[src/rtl/conv_tile_scheduler.sv]
// Convolution layer tile sequencer: walks output-channel x output-row tiles and
// hands each tile to the conv engine, one start/done handshake per tile.
module conv_tile_scheduler #(
    parameter int unsigned OC_TILE  = 8,
    parameter int unsigned ROW_TILE = 4
) (
    input  logic        clk,
    input  logic        rst,
    input  logic        start,
    input  logic [2:0]  K,
    input  logic [13:0] IC,
    input  logic [5:0]  IMG_H,
    input  logic [5:0]  IMG_W,
    input  logic [7:0]  OC,
    input  logic [2:0]  STRIDE,
    output logic        busy,
    output logic        done,
    output logic        err,
    output logic        eng_start,
    input  logic        eng_done,
    output logic [7:0]  tile_oc_base,
    output logic [6:0]  tile_oc_cnt,
    output logic [5:0]  tile_row_base,
    output logic [5:0]  tile_rows,
    output logic [17:0] tile_out_base,
    output logic [11:0] tiles_done
);

    localparam logic [6:0] RowTile7 = 7'(ROW_TILE);
    localparam logic [5:0] RowTile6 = 6'(ROW_TILE);
    localparam logic [8:0] OcTile9  = 9'(OC_TILE);
    localparam logic [7:0] OcTile8  = 8'(OC_TILE);

    typedef enum logic [2:0] {StIdle, StCalc, StIssue, StWait, StNext, StFin} state_e;
    state_e state_q, state_d;

    logic [2:0]  k_q, stride_q;
    logic [13:0] ic_q;
    logic [5:0]  img_h_q, img_w_q, oh_q, ow_q, row_base_q, row_base_n;
    logic [7:0]  oc_q, oc_base_q, oc_base_n;
    logic [11:0] plane_q;
    logic [17:0] plane_acc_q, plane_acc_n, row_off_q, row_off_n;
    logic        err_q;

    logic [5:0]  dh, dw, oh_c, ow_c, oh_cur, rem_rows, rows_n;
    logic [11:0] plane_c;
    logic [7:0]  rem_oc, oc_cnt_n;
    logic [17:0] row_step, oc_step;
    logic        cfg_bad, row_more, oc_more, err_n;
    logic        busy_d, done_d, err_d, eng_start_d;

    // Output geometry from the latched config; only meaningful while in CALC.
    always_comb begin
        dh       = img_h_q - {3'd0, k_q};
        dw       = img_w_q - {3'd0, k_q};
        oh_c     = ((stride_q == 3'd2) ? (dh >> 1) : dh) + 6'd1;
        ow_c     = ((stride_q == 3'd2) ? (dw >> 1) : dw) + 6'd1;
        plane_c  = {6'd0, oh_c} * {6'd0, ow_c};
        cfg_bad  = (k_q == 3'd0) || ({3'd0, k_q} > img_h_q) || ({3'd0, k_q} > img_w_q) ||
                   (oc_q == 8'd0) || (ic_q == 14'd0) ||
                   ((stride_q != 3'd1) && (stride_q != 3'd2));
        oh_cur   = (state_q == StCalc) ? oh_c : oh_q;
        err_n    = (state_q == StCalc) ? cfg_bad : err_q;
        row_step = 18'(ROW_TILE) * {12'd0, ow_q};
        oc_step  = 18'(OC_TILE) * {6'd0, plane_q};
        row_more = ({1'b0, row_base_q} + RowTile7) < {1'b0, oh_q};
        oc_more  = ({1'b0, oc_base_q} + OcTile9) < {1'b0, oc_q};
    end

    // Tile counters: rows are the inner loop, channel groups the outer loop.
    always_comb begin
        row_base_n  = row_base_q;
        oc_base_n   = oc_base_q;
        plane_acc_n = plane_acc_q;
        row_off_n   = row_off_q;
        if (state_q == StCalc) begin
            row_base_n  = '0;
            oc_base_n   = '0;
            plane_acc_n = '0;
            row_off_n   = '0;
        end else if (state_q == StNext) begin
            if (row_more) begin
                row_base_n = row_base_q + RowTile6;
                row_off_n  = row_off_q + row_step;
            end else begin
                row_base_n = '0;
                row_off_n  = '0;
                if (oc_more) begin
                    oc_base_n   = oc_base_q + OcTile8;
                    plane_acc_n = plane_acc_q + oc_step;
                end
            end
        end
        rem_rows = oh_cur - row_base_n;
        rows_n   = (rem_rows > RowTile6) ? RowTile6 : rem_rows;
        rem_oc   = oc_q - oc_base_n;
        oc_cnt_n = (rem_oc > OcTile8) ? OcTile8 : rem_oc;
    end

    always_comb begin
        state_d = state_q;
        case (state_q)
            StIdle:  if (start) state_d = StCalc;
            StCalc:  state_d = cfg_bad ? StFin : StIssue;
            StIssue: state_d = StWait;
            StWait:  if (eng_done) state_d = StNext;
            StNext:  state_d = (row_more || oc_more) ? StIssue : StFin;
            StFin:   state_d = StIdle;
            default: state_d = StIdle;
        endcase
    end

    // Outputs are registered, so they are decoded from the upcoming state.
    always_comb begin
        busy_d      = (state_d != StIdle);
        done_d      = (state_d == StFin);
        err_d       = (state_d == StFin) && err_n;
        eng_start_d = (state_d == StIssue);
    end

    always_ff @(posedge clk) begin
        if (rst) begin
            state_q       <= StIdle;
            k_q           <= '0;
            ic_q          <= '0;
            img_h_q       <= '0;
            img_w_q       <= '0;
            oc_q          <= '0;
            stride_q      <= '0;
            oh_q          <= '0;
            ow_q          <= '0;
            plane_q       <= '0;
            err_q         <= 1'b0;
            row_base_q    <= '0;
            oc_base_q     <= '0;
            plane_acc_q   <= '0;
            row_off_q     <= '0;
            busy          <= 1'b0;
            done          <= 1'b0;
            err           <= 1'b0;
            eng_start     <= 1'b0;
            tile_oc_base  <= '0;
            tile_oc_cnt   <= '0;
            tile_row_base <= '0;
            tile_rows     <= '0;
            tile_out_base <= '0;
            tiles_done    <= '0;
        end else begin
            state_q     <= state_d;
            busy        <= busy_d;
            done        <= done_d;
            err         <= err_d;
            eng_start   <= eng_start_d;
            row_base_q  <= row_base_n;
            oc_base_q   <= oc_base_n;
            plane_acc_q <= plane_acc_n;
            row_off_q   <= row_off_n;
            if ((state_q == StIdle) && start) begin
                k_q      <= K;
                ic_q     <= IC;
                img_h_q  <= IMG_H;
                img_w_q  <= IMG_W;
                oc_q     <= OC;
                stride_q <= STRIDE;
            end
            if (state_q == StCalc) begin
                oh_q    <= oh_c;
                ow_q    <= ow_c;
                plane_q <= plane_c;
                err_q   <= cfg_bad;
                if (!cfg_bad) tiles_done <= '0;
            end
            if ((state_q == StWait) && eng_done) tiles_done <= tiles_done + 12'd1;
            if (state_d == StIssue) begin
                tile_oc_base  <= oc_base_n;
                tile_oc_cnt   <= oc_cnt_n[6:0];
                tile_row_base <= row_base_n;
                tile_rows     <= rows_n;
                tile_out_base <= plane_acc_n + row_off_n;
            end
        end
    end

endmodule

[config.mk]
export PLATFORM = sky130hd
export DESIGN_NAME = conv_tile_scheduler
export DESIGN_NICKNAME = d
export VERILOG_FILES = /design/src/rtl/conv_tile_scheduler.sv
export SDC_FILE = /design/constraint.sdc
export NUM_CORES = 1
export LEC_CHECK = 0
export BUFFER_PORTS_ARGS = -buffer_cell sky130_fd_sc_hd__buf_2
export CAP_MARGIN = 10
export CORE_ASPECT_RATIO = 2
export CORE_MARGIN = 3
export CORE_UTILIZATION = 30
export CTS_BUF_LIST = sky130_fd_sc_hd__clkbuf_4 sky130_fd_sc_hd__clkbuf_8
export DETAILED_ROUTE_END_ITERATION = 8
export SYNTH_ARGS = -nofsm -noshare
export SYNTH_HDL_FRONTEND = slang
export SYNTH_SLANG_ARGS = --single-unit
[constraint.sdc]
create_clock -name clk -period 17.4 [get_ports clk]
set_input_delay 0 -clock clk [delete_from_list [all_inputs] [get_ports clk]]
set_output_delay 0 -clock clk [all_outputs]
set_load 0.1 [all_outputs]
==> results.md, run 1 <==
Logic synthesis:
- Yosys printed 0 warnings.
- The portion of the post-synthesis area used by sequential elements is 32.7%.
- The number of enable flip-flop cells after synthesis is 0.
- When the netlist entered floorplanning its net count stood at 1527.
- The flip-flop and latch count after synthesis is 179.
- In this run the cell area of the synthesized design comes to 11000 um2.
- Of all flip-flops after synthesis, the portion carrying an async set or reset was 0%.
- The average cell area after synthesis is 8.00 um2.
- In this run, distinct cell masters in the synthesized netlist total 73.
- The synthesized instance count is 1369.
- The most used flip-flop cell after synthesis is dfxtp_1.

STA:
- After routing, the total negative slack on setup checks comes to 0 ns.
- Counting I/O delays and the setup requirement, the final critical path takes 6.17 ns.
- The max-slew violation count is 0.
- The final clock skew is 0.0108 ns.
- Setup repair after global routing left no endpoint under its margin.
- The final critical-path share of the clock period is 35.4%.
- The final hold violation count is 0.
- The final count of negative-setup-slack endpoints is 0.
- Derived from the worst setup path, the maximum achievable clock frequency is 162 MHz.
- The measured slew at the worst slew-check pin is 1.05 ns.
- The remaining max-slew budget at the tightest pin is 29.2%.

Power:
- The highest ir drop seen on vdd is 0.136 mV.
- The power dissipated by switching net loads is 0.00110 W.
- The sequential share of power is 23.0%.
- The clock network is responsible for 14.3% of the overall power.
- The combinational share of power is 62.6%.
- The analysis attributes to cell leakage a power of 5.42 nW.
- The switching part of the total power is 49.0%.
- Cell internal power was estimated by the tool at 0.00114 W.
- The power density over cell area is 175 nW/um2.

GRT:
- The first global-routing pass estimated 49900 um of wire.
- The number of global-route vias before repair came to 9776.
- The number of antenna violations at the first check in global routing is 1.
- The combined global-route utilization of all metal layers is 15.9%.
- Entering global routing, the biggest net connects 91 pins.
- The residual overflow from global routing is 0.

CTS:
- The number of clock sinks is 179.
- TritonCTS built the clock tree.
- The total setup buffers inserted after CTS is 0.
- The H-tree was split into 4 levels.
- The number of buffers on the longest clock path is 2.
- The post-CTS resize count is 0.
- The buffer cell driving the clock tree root is clkbuf_8.
- Clock-pin slew was measured on the worst setup and hold paths at 0.10 ns.
- The number of buffers created by CTS is 17.
- The insertion delay of the later-clocked pin in the worst-skew pair is 0.49 ns.

Setup path:
- The required time of the critical path is 17.77 ns.
- STA classifies the critical path endpoint as a flop.
- Walking the worst path, the cells encountered are nor3b_2 > mux2i_1 > ha_1 > inv_1 > o221ai_1 > o211ai_1 > or2_1 > fa_1 > inv_1 > ha_1 > inv_1 > fa_1 > inv_1 > fa_1 > a21o_1 > a21oi_1 > o21bai_1 > a21oi_1 > o21bai_1 > a21oi_1 > xor2_1 > o21ai_0.
- The slowest stage cell on the critical path is nor3b_2.
- The most numerous cell type found on the critical path is inv_1.
- The classification of the worst setup path is flop to flop.
- Along the worst path, the maximum fanout reaches 15.
- The data arrival at the endpoint of the critical path is 6.54 ns.
- The longest individual stage delay on the worst path is 0.74 ns.
- STA classifies the critical path startpoint as a flop.

Routing:
- Before antenna repair, the detailed router went through 5 iterations.
- Across all layers, the routed design uses 9859 vias.
- After the first detailed-routing iteration, the DRC count stood at 508.
- In the routed layout, each cell is associated on average with a via count of 5.06.
- After detailed routing, the average wire length per cell comes to 15.9 um.
- The number of remaining DRC errors is 0.
- The wire length reported by the detailed router is 31100 um.
- The post-detailed-route count of antenna-violating nets is 0.

Finish:
- The top cell types in the final layout, fill and taps aside, are nand2_1 (187), dfxtp_1 (179), nor2_1 (162), a21oi_1 (140), buf_2 (103).
- The most common cell after layout, fill and taps aside is nand2_1.
- For this run, the post-layout net count is 1642.
- The area overhead of the layout relative to synthesis is 16.6%.
- The final instance count without filler cells is 1949.
- The post-route netlist has 11.4% of its cells at a drive strength greater than 1.

Floorplan:
- The row count is 98.
- The floorplan step defined a die boundary enclosing 39000 um2.
- The initial utilization of the core area, before any placement, comes to 30.5%.
- The region available for standard cell placement spans 35900 um2.
- The die span in y is 276 um.
- The overall die width is 141 um.
- Pin placement for this block handled 105 I/O pins.

Placed design:
- At the end of routability-driven placement, the weighted congestion stood at 0.907.
- Counting tap cells, the placed design contains a total of 1874 instances.
- Detailed placement ended at an HPWL of 23600 um.
- The number of buffer cells added on primary ports is 104.

Min path:
- The worst hold-check path type is input port to flop.

Status:
- The run finished with clean final reports.

Run:
- The tool flagged a number of max-cap violations equal to 0.
-- power groups by stage --
| stage | sequential, W | clock (W) | combinational [W] |
|---|---|---|---|
| floorplan | 0.000565 | 0 | 0.00102 |
| global placement | 0.000522 | 0 | 0.00138 |
| detailed placement | 0.000525 | 0 | 0.00140 |
| CTS | 0.000515 | 0.000332 | 0.00142 |
| global route | 0.000521 | 0.000345 | 0.00159 |
| finish | 0.000514 | 0.000321 | 0.00140 |
-- per-stage QoR --
stage	setup WS (ns)	hold WS, ns	power [W]	area (um2)	utilization [%]
floorplan	11.79	0.136	0.00159	11000	-
global placement	11.39	0.245	0.00190	11900	33.1
detailed placement	11.26	0.247	0.00193	11900	33.1
CTS	11.22	0.0245	0.00226	12800	35.5
global route	10.78	0.0602	0.00246	12800	35.5
finish	11.23	0.0538	0.00223	12800	35.5
-- kinds of logic after synthesis --
group / Yosys count / synth area share, %
simple gates: 563 / 24.1
mux: 10 / 0.971
compound gates: 311 / 17.9
fa+ha+maj: 114 / 14.7
xor+xnor: 64 / 5.12
buf+inv: 128 / 4.55
flops: 179 / 32.7
-- worst max-delay path, delay by kind of cell (launching register included) --
| family | cells | cell delay, ns |
|---|---|---|
| AOI/OAI and AO/OA | 9 | 1.52 |
| xor gates and xnor gates | 1 | 0.15 |
| and+or+nand+nor | 2 | 1.08 |
| adders and majority gates | 5 | 2.05 |
| buffers and inverters | 4 | 0.24 |
| muxes | 1 | 0.65 |
| DFF | 1 | 0.38 |
-- synthesized netlist by cell type, drive strengths merged, types with 4 or more instances --
cell type / count / area (um2)
inv: 68 / 255
nor4: 10 / 62.6
a211oi: 18 / 145
o31ai: 6 / 45.0
or3b: 5 / 43.8
a21o: 12 / 90.1
xor2: 25 / 219
o31a: 5 / 43.8
clkbuf: 47 / 176
or2: 16 / 100
o21a: 13 / 97.6
a31oi: 10 / 62.6
nand3: 21 / 110
o21bai: 10 / 75.1
and2: 18 / 115
nand2: 187 / 702
nand2b: 17 / 106
a21oi: 141 / 709
o21ai: 42 / 210
xnor2: 39 / 342
fa: 24 / 480
ha: 90 / 1130
nor3b: 6 / 45.0
nor2: 162 / 608
o2111ai: 7 / 61.3
dfxtp: 179 / 3580
nor2b: 33 / 206
buf: 13 / 66.3
or3: 10 / 72.6
nand3b: 7 / 52.6
and3: 10 / 62.6
mux2i: 8 / 80.1
a21boi: 4 / 30.0
nand4: 7 / 43.8
nor3: 46 / 235
o211ai: 10 / 75.1
-- routing by layer --
layer	vias up	global-route usage, %	routed length (um)
met5	-	0	0
met4	0	8.73	1650
met3	70	1.89	650
met2	171	31.5	17700
met1	4673	15.4	11100
li1	4945	-	-
-- registers in the layout (all words and copies together), names as in the netlist, 7 cells and up --
| signal | cells |
|---|---|
| ic_q | 14 |
| oc_base_q | 8 |
| oc_q | 8 |
| plane_acc_q | 18 |
| plane_q | 12 |
| row_off_q | 18 |
| tile_oc_base | 8 |
| tile_oc_cnt | 7 |
| tile_out_base | 18 |
| tiles_done | 12 |
-- worst paths after layout --
kind | cells past startpoint | end | slack (ns) | startpoint
min reg2reg | 2 | tile_oc_cnt[2] | 0.45 | tile_oc_cnt[2]
max reg2reg | 22 | plane_q[11] | 11.23 | stride_q[1]
min | 2 | tile_out_base[3] | 0.05 | rst
max | 22 | plane_q[11] | 11.23 | stride_q[1]
-- final cells by class --
cell class	count	area, um2
Timing Repair Buffer	156	1020
Clock inverter	14	194
Tap cell	450	563
Inverter	68	255
Multi-Input combinational cell	1062	6900
Clock buffer	18	248
Fill cell	3698	23200
Antenna cell	2	5.00
Sequential cell	179	3580
-- what timing repair did --
item                                    in CTS  in global routing
endpoints found under the setup margin       0                  0
endpoints found under the hold margin       42                  0
hold buffers                                41                  0
No activity file was read; power rests on OpenSTA's default activity.
==> inputs of run 2 (changes only) <==
clock period = 5.6 ns   (was 17.4 ns; I/O delays follow)
==> run 2 against run 1 <==
  * Global-route usage up 0.28 points
  * Combinational power increased to 3.4 times the previous value
  * Total power grew to 3.3 times the previous value
  * Critical endpoint unchanged
==> results.md, run 2 (synthesis gave the netlist of run 1 again) <==
Status:
- The run finished with clean final reports.

GRT:
- The combined global-route utilization of all metal layers came to 16.2% (+0.28 points).
- The residual overflow from global routing is 0 (unchanged).
- The number of global-route vias before repair is 10165 (+4.0%).
- The wire length of the first global-routing pass is 50600 um (+1.6%).
- The number of antenna violations at the first check in global routing came to 1 (unchanged).
- The largest net degree at the start of global routing came to 60 (-34%).

Min path:
- The worst hold path belongs to the class input port to flop.

STA:
- The final worst setup slack is 0.330 ns (-10.91 ns).
- The max-slew violation count is 0 (unchanged).
- Setup repair after global routing left no endpoint under its margin.
- The final critical-path share of the clock period is 94.1% (+59 points).
- The remaining max-slew budget at the tightest pin was 39.6% (+10 points).
- The final clock skew is 0.0211 ns (+0.0103 ns).
- The measured slew at the worst slew-check pin is 0.907 ns (-0.146 ns).
- The maximum frequency from static timing analysis is 190 MHz (+17%).
- The final count of negative-setup-slack endpoints is 0 (unchanged).
- The shortest clock period the worst path allows after layout is 5.27 ns (-0.895 ns).
- The final sum of negative setup slack came to 0 ns (unchanged).
- The final hold violation count is 0 (unchanged).

Power:
- The power dissipated by switching net loads is 0.00359 W (+230%).
- The power density over cell area is 565 nW/um2 (+220%).
- The combinational share of power is 65.7% (+3.1 points).
- The sum of internal, switching and leakage power is 0.00735 W (+230%).
- The sequential share of power was 21.7% (-1.3 points).
- The static leakage is 5.53 nW (+2.2%).
- The switching part of the total power came to 48.9% (-0.13 points).
- The internal power contribution is 0.00375 W (+230%).
- The highest ir drop seen on vdd is 0.481 mV (+250%).
- The clock power share is 12.6% (-1.7 points).

Setup path:
- The sort of element at the end of the critical path is a flop.
- STA classifies the critical path startpoint as a flop.
- The maximum fanout along the worst path came to 4 (-11).
- The critical path goes through inv_1 > ha_1 > nor2b_1 > o21a_1 > or4_4 > and2_4 > o32a_1 > or2_1 > fa_1 > fa_1 > fa_1 > inv_1 > ha_4 > a21o_1 > a21oi_2 > o21bai_1 > a21oi_2 > o21bai_1 > a21oi_2 > xor2_1 > o21ai_0.
- The required time of the critical path came to 5.99 ns (-11.78 ns).
- The largest individual stage delay along the critical path comes from the cell fa_1.
- The classification of the worst setup path is flop to flop.
- The longest individual stage delay on the worst path is 0.56 ns (-0.18 ns).
- The data arrival at the endpoint of the critical path was 5.66 ns (-0.88 ns).

CTS:
- The number of buffers created by CTS is 17 (unchanged).
- The number of buffers on the longest clock path was 2 (unchanged).
- The post-CTS clock slew at the launch and capture registers of the worst setup and hold paths is 0.10 ns (about the same).
- The H-tree level count is 4 (unchanged).
- The insertion delay of the later-clocked pin in the worst-skew pair is 0.51 ns (+0.02 ns).
- The clock tree from TritonCTS is built.
- The number of clock sinks was 179 (unchanged).
- Clock tree synthesis selected as its root buffer the cell clkbuf_8.

Routing:
- The post-detailed-route count of antenna-violating nets is 0 (unchanged).
- The number of remaining DRC errors came to 0 (unchanged).
- The first-pass iteration count of the detailed router is 4 (-1).
- The average via count per standard cell came to 5.10 (+0.81%).
- The wire length reported by the detailed router was 31400 um (+0.99%).
- The average wire length per cell after detail routing is 15.9 um (-0.23%).
- The routed via count is 10061 (+2.0%).
- The number of DRC violations after detailed-routing iteration 0 is 477 (-6.1%).

Finish:
- Relative to the synthesized area, the layout overhead comes to 18.8%.
- The number of nets in the layout is 1667 (+1.5%).
- In the layout the commonest cells are nand2_1 (187), dfxtp_1 (178), nor2_1 (161), a21oi_1 (135), buf_2 (103).
- In the final layout, the registers with the most flip-flops are plane_acc_q: 18 flops, row_off_q: 18 flops, tile_out_base: 18 flops.
- The final instance count without filler cells is 1973 (+1.2%).
- The area taken by multi-input logic gates came to 6990 um2 (+1.3%).
- The post-route cell area is 13000 um2 (+1.9%).
- The filler cell count is 3729 (+0.84%).
- The combined flip-flop and latch cell area came to 3580 um2 (about the same).
- Leaving out fill and tap cells, the most frequent cell in the layout is nand2_1.
- The fraction of layout cells with a size suffix above 1 is 14.1% (+2.6 points).

Placed design:
- The placed standard-cell area is 12000 um2 (+1.1%).
- The total placed cells including tap cells came to 1891 (+0.91%).
- The number of buffer cells added on primary ports came to 104 (unchanged).
- The post-place setup slack came to 0.0140 ns (-11.24 ns).
- The global placement routability congestion is 0.897 (-1.1%).
- The HPWL reported at the end of detailed placement is 23900 um (+1.4%).

Floorplan:
- The initial standard-cell utilization of the core is 30.5% (unchanged).
- The standard cell core area is 35900 um2 (unchanged).
- The row count is 98 (unchanged).
- The area enclosed by the die boundary is 39000 um2 (unchanged).
- The die span in y came to 276 um (unchanged).
- The overall die width is 141 um (unchanged).
- The number of top-level pins is 105 (unchanged).

Run:
- The number of max-cap violations is 0 (unchanged).
run 2: cell type report:
cell class              count  share of cell area [%]
multi-input cells        1062                    53.7
clock inverters            14                    1.23
well taps                 450                    4.33
inverters                  68                    1.96
diodes                      1                  0.0192
clock buffers              18                    1.86
repair buffers            181                    9.31
flip-flops and latches    179                    27.6
run 2: repair_timing:
action,4_1_cts,5_1_grt
gates resized for setup,1,19
cloned,0,0
setup buffers,0,4
endpoints found under the hold margin,69,0
pin swaps,0,13
setup endpoints to repair,1,4
hold buffers,44,0
run 2: worst paths after layout:
check | from | to | slack, ns | cells after the start
worst max-delay path | k_q[1] | plane_q[11] | 0.33 | 21
worst min-delay path | OC[3] | oc_q[3] | 0.28 | 4
worst max register to register | k_q[1] | plane_q[11] | 0.33 | 21
worst min register to register | tile_oc_cnt[2] | tile_oc_cnt[2] | 0.46 | 2
run 2: layer usage:
metal	routed length (um)	vias to the layer above	global-route usage (%)
met5	0	-	0
met4	2430	0	11.9
met1	11100	4748	15.4
met2	17100	187	30.6
met3	777	116	2.27
li1	-	5010	-
run 2: through the flow:
step	util (%)	hold slack, ns
after floorplan	-	0.136
after global placement	33.5	0.242
after detailed placement	33.5	0.245
after CTS	35.9	0.231
after global routing	36.2	0.269
final	36.2	0.277
run 2: power groups by stage:
| stage | registers [W] | logic, W | clock network (W) |
|---|---|---|---|
| 4_1_cts | 0.00160 | 0.00457 | 0.000960 |
| 2_1_floorplan | 0.00176 | 0.00318 | 0 |
| 5_1_grt | 0.00162 | 0.00545 | 0.00100 |
| 3_5_place_dp | 0.00163 | 0.00452 | 0 |
| 3_3_place_gp | 0.00162 | 0.00442 | 0 |
| 6_report | 0.00159 | 0.00482 | 0.000928 |
run 2: critical path: cells and delay by family (launching register included):
family | cells | cell delay [ns]
DFF | 1 | 0.35
buffers and inverters | 2 | 0.12
xor gates and xnor gates | 1 | 0.14
adders and majority gates | 5 | 2.07
AOI/OAI and AO/OA | 9 | 1.42
and+or+nand+nor | 4 | 1.05
==> inputs of run 3 (changes only) <==
clock period = 6.4 ns   (was 5.6 ns; I/O delays follow)
==> run 3 against run 2 <==
  * Register-to-register slack better by 0.14 ns
  * Final area is 1.4% lower
  * Sequential power is 12% lower
  * Via count down 0.90%
  * Fmax down 11%
  * Count of clock-buffer cells in the layout up 4
  * Combinational power fell by 22%
  * First-iteration DRC count down 2.9%
  * Sequential cell count did not move
  * Cell count fell by 0.96%
  * Hold slack worse by 0.20 ns
  * Core utilization decreased by 0.51 points
  * Critical path type unchanged
  * Critical endpoint unchanged
  * Largest cell class unchanged
==> results.md, run 3 (synthesis gave the netlist of run 1 again) <==
Setup path:
- The destination of the worst register-to-register timing path is plane_q[11].
- The required time of the critical path is 6.77 ns (+0.78 ns).
- The sum of buffers and inverters on the critical path came to 3 (+1).
- The worst setup path startpoint is img_h_q[0].
- The reg2reg setup slack is 0.47 ns (+0.14 ns).
- The sort of element at the end of the critical path is a flop.
- Counting stages on the worst path, the most repeated cell is a21oi_1.
- By startpoint and endpoint, the worst setup path is classified as flop to flop.
- The capturing instance or port of the critical path is plane_q[11].
- The data arrival at the endpoint of the critical path was 6.31 ns (+0.65 ns).
- The depth of the worst register-to-register path is 25 (+19%).
- The worst setup path is launched from a flop.
- The maximum fanout along the worst path was 8 (+4).
- The cell family with the largest share of critical-path delay is adder cells.
- The slowest stage cell on the critical path is fa_1.
- The worst register-to-register path begins at img_h_q[0].
- The longest individual stage delay on the worst path is 0.57 ns (about the same).
- The depth of the critical timing path with buffers and inverters included was 25 (+19%).

Status:
- The flow ran to the end, and the final reports show no timing, DRC or antenna violations.

Power:
- The switching part of the total power came to 48.2% (-0.68 points).
- The power dissipated by switching net loads came to 0.00292 W (-19%).
- The internal power contribution is 0.00314 W (-16%).
- The combinational share of power is 62.3% (-3.4 points).
- The sequential share of power is 23.1% (+1.4 points).
- The clock power share is 14.6% (+2.0 points).
- The power density over cell area is 473 nW/um2 (-16%).
- The static leakage is 5.45 nW (-1.6%).
- The highest ir drop seen on vdd was 0.289 mV (-40%).

STA:
- The final clock skew is 0.0227 ns (+0.00161 ns).
- The final count of negative-setup-slack endpoints is 0 (unchanged).
- The final hold violation count was 0 (unchanged).
- The remaining max-slew budget at the tightest pin is 37.8% (-1.8 points).
- The measured slew at the worst slew-check pin is 0.934 ns (+0.0270 ns).
- Setup repair after global routing left no endpoint under its margin.
- The final critical-path share of the clock period is 92.7% (-1.4 points).
- The shortest clock period the worst path allows after layout came to 5.93 ns (+0.660 ns).
- The maximum frequency from static timing analysis came to 169 MHz (-11%).
- The final worst setup slack was 0.469 ns (+0.140 ns).
- The final sum of negative setup slack is 0 ns (unchanged).
- The max-slew violation count came to 0 (unchanged).

GRT:
- The number of antenna violations at the first check in global routing is 1 (unchanged).
- The wire length of the first global-routing pass is 50200 um (-0.89%).
- The number of global-route vias before repair was 10023 (-1.4%).
- The largest net degree at the start of global routing is 63 (+5.0%).
- The residual overflow from global routing was 0 (unchanged).
- The combined global-route utilization of all metal layers was 16.0% (-0.17 points).

Routing:
- The number of DRC violations after detailed-routing iteration 0 is 463 (-2.9%).
- The average via count per standard cell is 5.10 (about the same).
- The number of remaining DRC errors was 0 (unchanged).
- The routed via count is 9970 (-0.90%).
- The wire length reported by the detailed router was 31100 um (-0.86%).
- The post-detailed-route count of antenna-violating nets came to 0 (unchanged).
- The average wire length per cell after detail routing is 15.9 um (+0.10%).
- The first-pass iteration count of the detailed router was 5 (+1).

Floorplan:
- The area enclosed by the die boundary is 39000 um2 (unchanged).
- The standard cell core area came to 35900 um2 (unchanged).
- The die span in y is 276 um (unchanged).
- The number of top-level pins is 105 (unchanged).
- The initial standard-cell utilization of the core is 30.5% (unchanged).
- The overall die width came to 141 um (unchanged).
- The row count is 98 (unchanged).

Placed design:
- The number of buffer cells added on primary ports was 104 (unchanged).
- The global placement routability congestion was 0.886 (-1.2%).
- The HPWL reported at the end of detailed placement is 24000 um (+0.20%).
- The post-place setup slack came to 0.416 ns (+0.402 ns).
- The placed standard-cell area was 11900 um2 (-0.84%).

Finish:
- The filler cell count is 3713 (-0.43%).
- Leaving out fill and tap cells, the most frequent cells in the layout are nand2_1 (187), dfxtp_1 (179), nor2_1 (162), a21oi_1 (140), buf_2 (103).
- The number of nets in the layout came to 1649 (-1.1%).
- The fraction of layout cells with a size suffix above 1 came to 11.7% (-2.4 points).
- The post-route cell area is 12800 um2 (-1.4%).
- Leaving out fill and tap cells, the most frequent cell in the layout is nand2_1.
- The area overhead of the layout relative to synthesis is 17.1%.
- The largest registers in the layout are plane_acc_q: 18 flops, row_off_q: 18 flops, tile_out_base: 18 flops.

CTS:
- The number of clock sinks is 179 (unchanged).
- The number of buffers on the longest clock path was 2 (unchanged).
- The post-CTS clock slew at the launch and capture registers of the worst setup and hold paths is 0.10 ns (about the same).
- The insertion delay of the later-clocked pin in the worst-skew pair was 0.50 ns (about the same).
- The number of buffers created by CTS is 17 (unchanged).
- The H-tree level count is 4 (unchanged).
- The tree is rooted in a clkbuf_8.
- The clock tree from TritonCTS is built.

Min path:
- The worst hold-check path type is input port to flop.

Run:
- The number of max-cap violations is 0 (unchanged).
[run 3: changes by cell type in the layout (fill, tap and decap cells not counted), moves of 3 or more]
| cell | delta |
|---|---|
| a21oi_2 | -5 |
| inv_6 | -4 |
| buf_4 | -16 |
| inv_8 | -3 |
| ha_1 | +3 |
| clkbuf_8 | +5 |
| a21oi_1 | +5 |
[run 3: power groups by stage]
stage / sequential [W] / combinational (W) / clock (W)
after floorplan: 0.00154 / 0.00278 / 0
after global placement: 0.00142 / 0.00367 / 0
after detailed placement: 0.00143 / 0.00376 / 0
after CTS: 0.00140 / 0.00380 / 0.000913
after global routing: 0.00142 / 0.00430 / 0.000941
final: 0.00140 / 0.00378 / 0.000886
[run 3: how the worst min path moves through the flow]
stage,start,end,slack [ns],cells past startpoint
2_1_floorplan,IC[0],ic_q[0],0.14,2
3_3_place_gp,IC[6],ic_q[6],0.24,3
3_5_place_dp,OC[4],oc_q[4],0.25,3
4_1_cts,start,state_q[0],0.04,5
5_1_grt,start,state_q[0],0.06,5
6_report,start,state_q[0],0.08,5
[run 3: cell type report]
class	count	area, um2	share of cell area (%)
multi-input cells	1062	6910	53.8
flip-flops and latches	179	3580	27.9
repair buffers	163	1070	8.35
well taps	450	563	4.39
clock buffers	22	303	2.36
inverters	68	255	1.99
clock inverters	9	143	1.11
diodes	1	2.50	0.0195
[run 3: tightest hold or removal path, delay by kind of cell]
family | cells | cell delay [ns]
AOI/OAI and AO/OA | 2 | 0.17
buffers and inverters | 1 | 0.12
and+or+nand+nor | 2 | 0.23
[run 3: per-layer routing]
metal / share of wire, % / up-vias / global-route usage [%]
met4: 6.3 / 0 / 9.77
met5: 0 / - / 0
met1: 35 / 4713 / 15.0
met2: 56 / 199 / 31.5
met3: 2.4 / 89 / 2.30
li1: - / 4969 / -
[run 3: what timing repair did]
item                       CTS  global route
hold buffers                42             0
setup buffers                0             2
gates resized for setup      0             1
hold endpoints to repair    65             0
setup endpoints to repair    0             1
[run 3: per-stage QoR]
stage | std cells | hold slack, ns | total power (W) | utilization [%]
3_3_place_gp | 1878 | 0.245 | 0.00510 | 33.2
3_5_place_dp | 1878 | 0.249 | 0.00519 | 33.2
2_1_floorplan | 1369 | 0.136 | 0.00431 | -
6_report | 1954 | 0.0777 | 0.00606 | 35.7
5_1_grt | 1954 | 0.0645 | 0.00666 | 35.7
4_1_cts | 1951 | 0.0412 | 0.00611 | 35.6
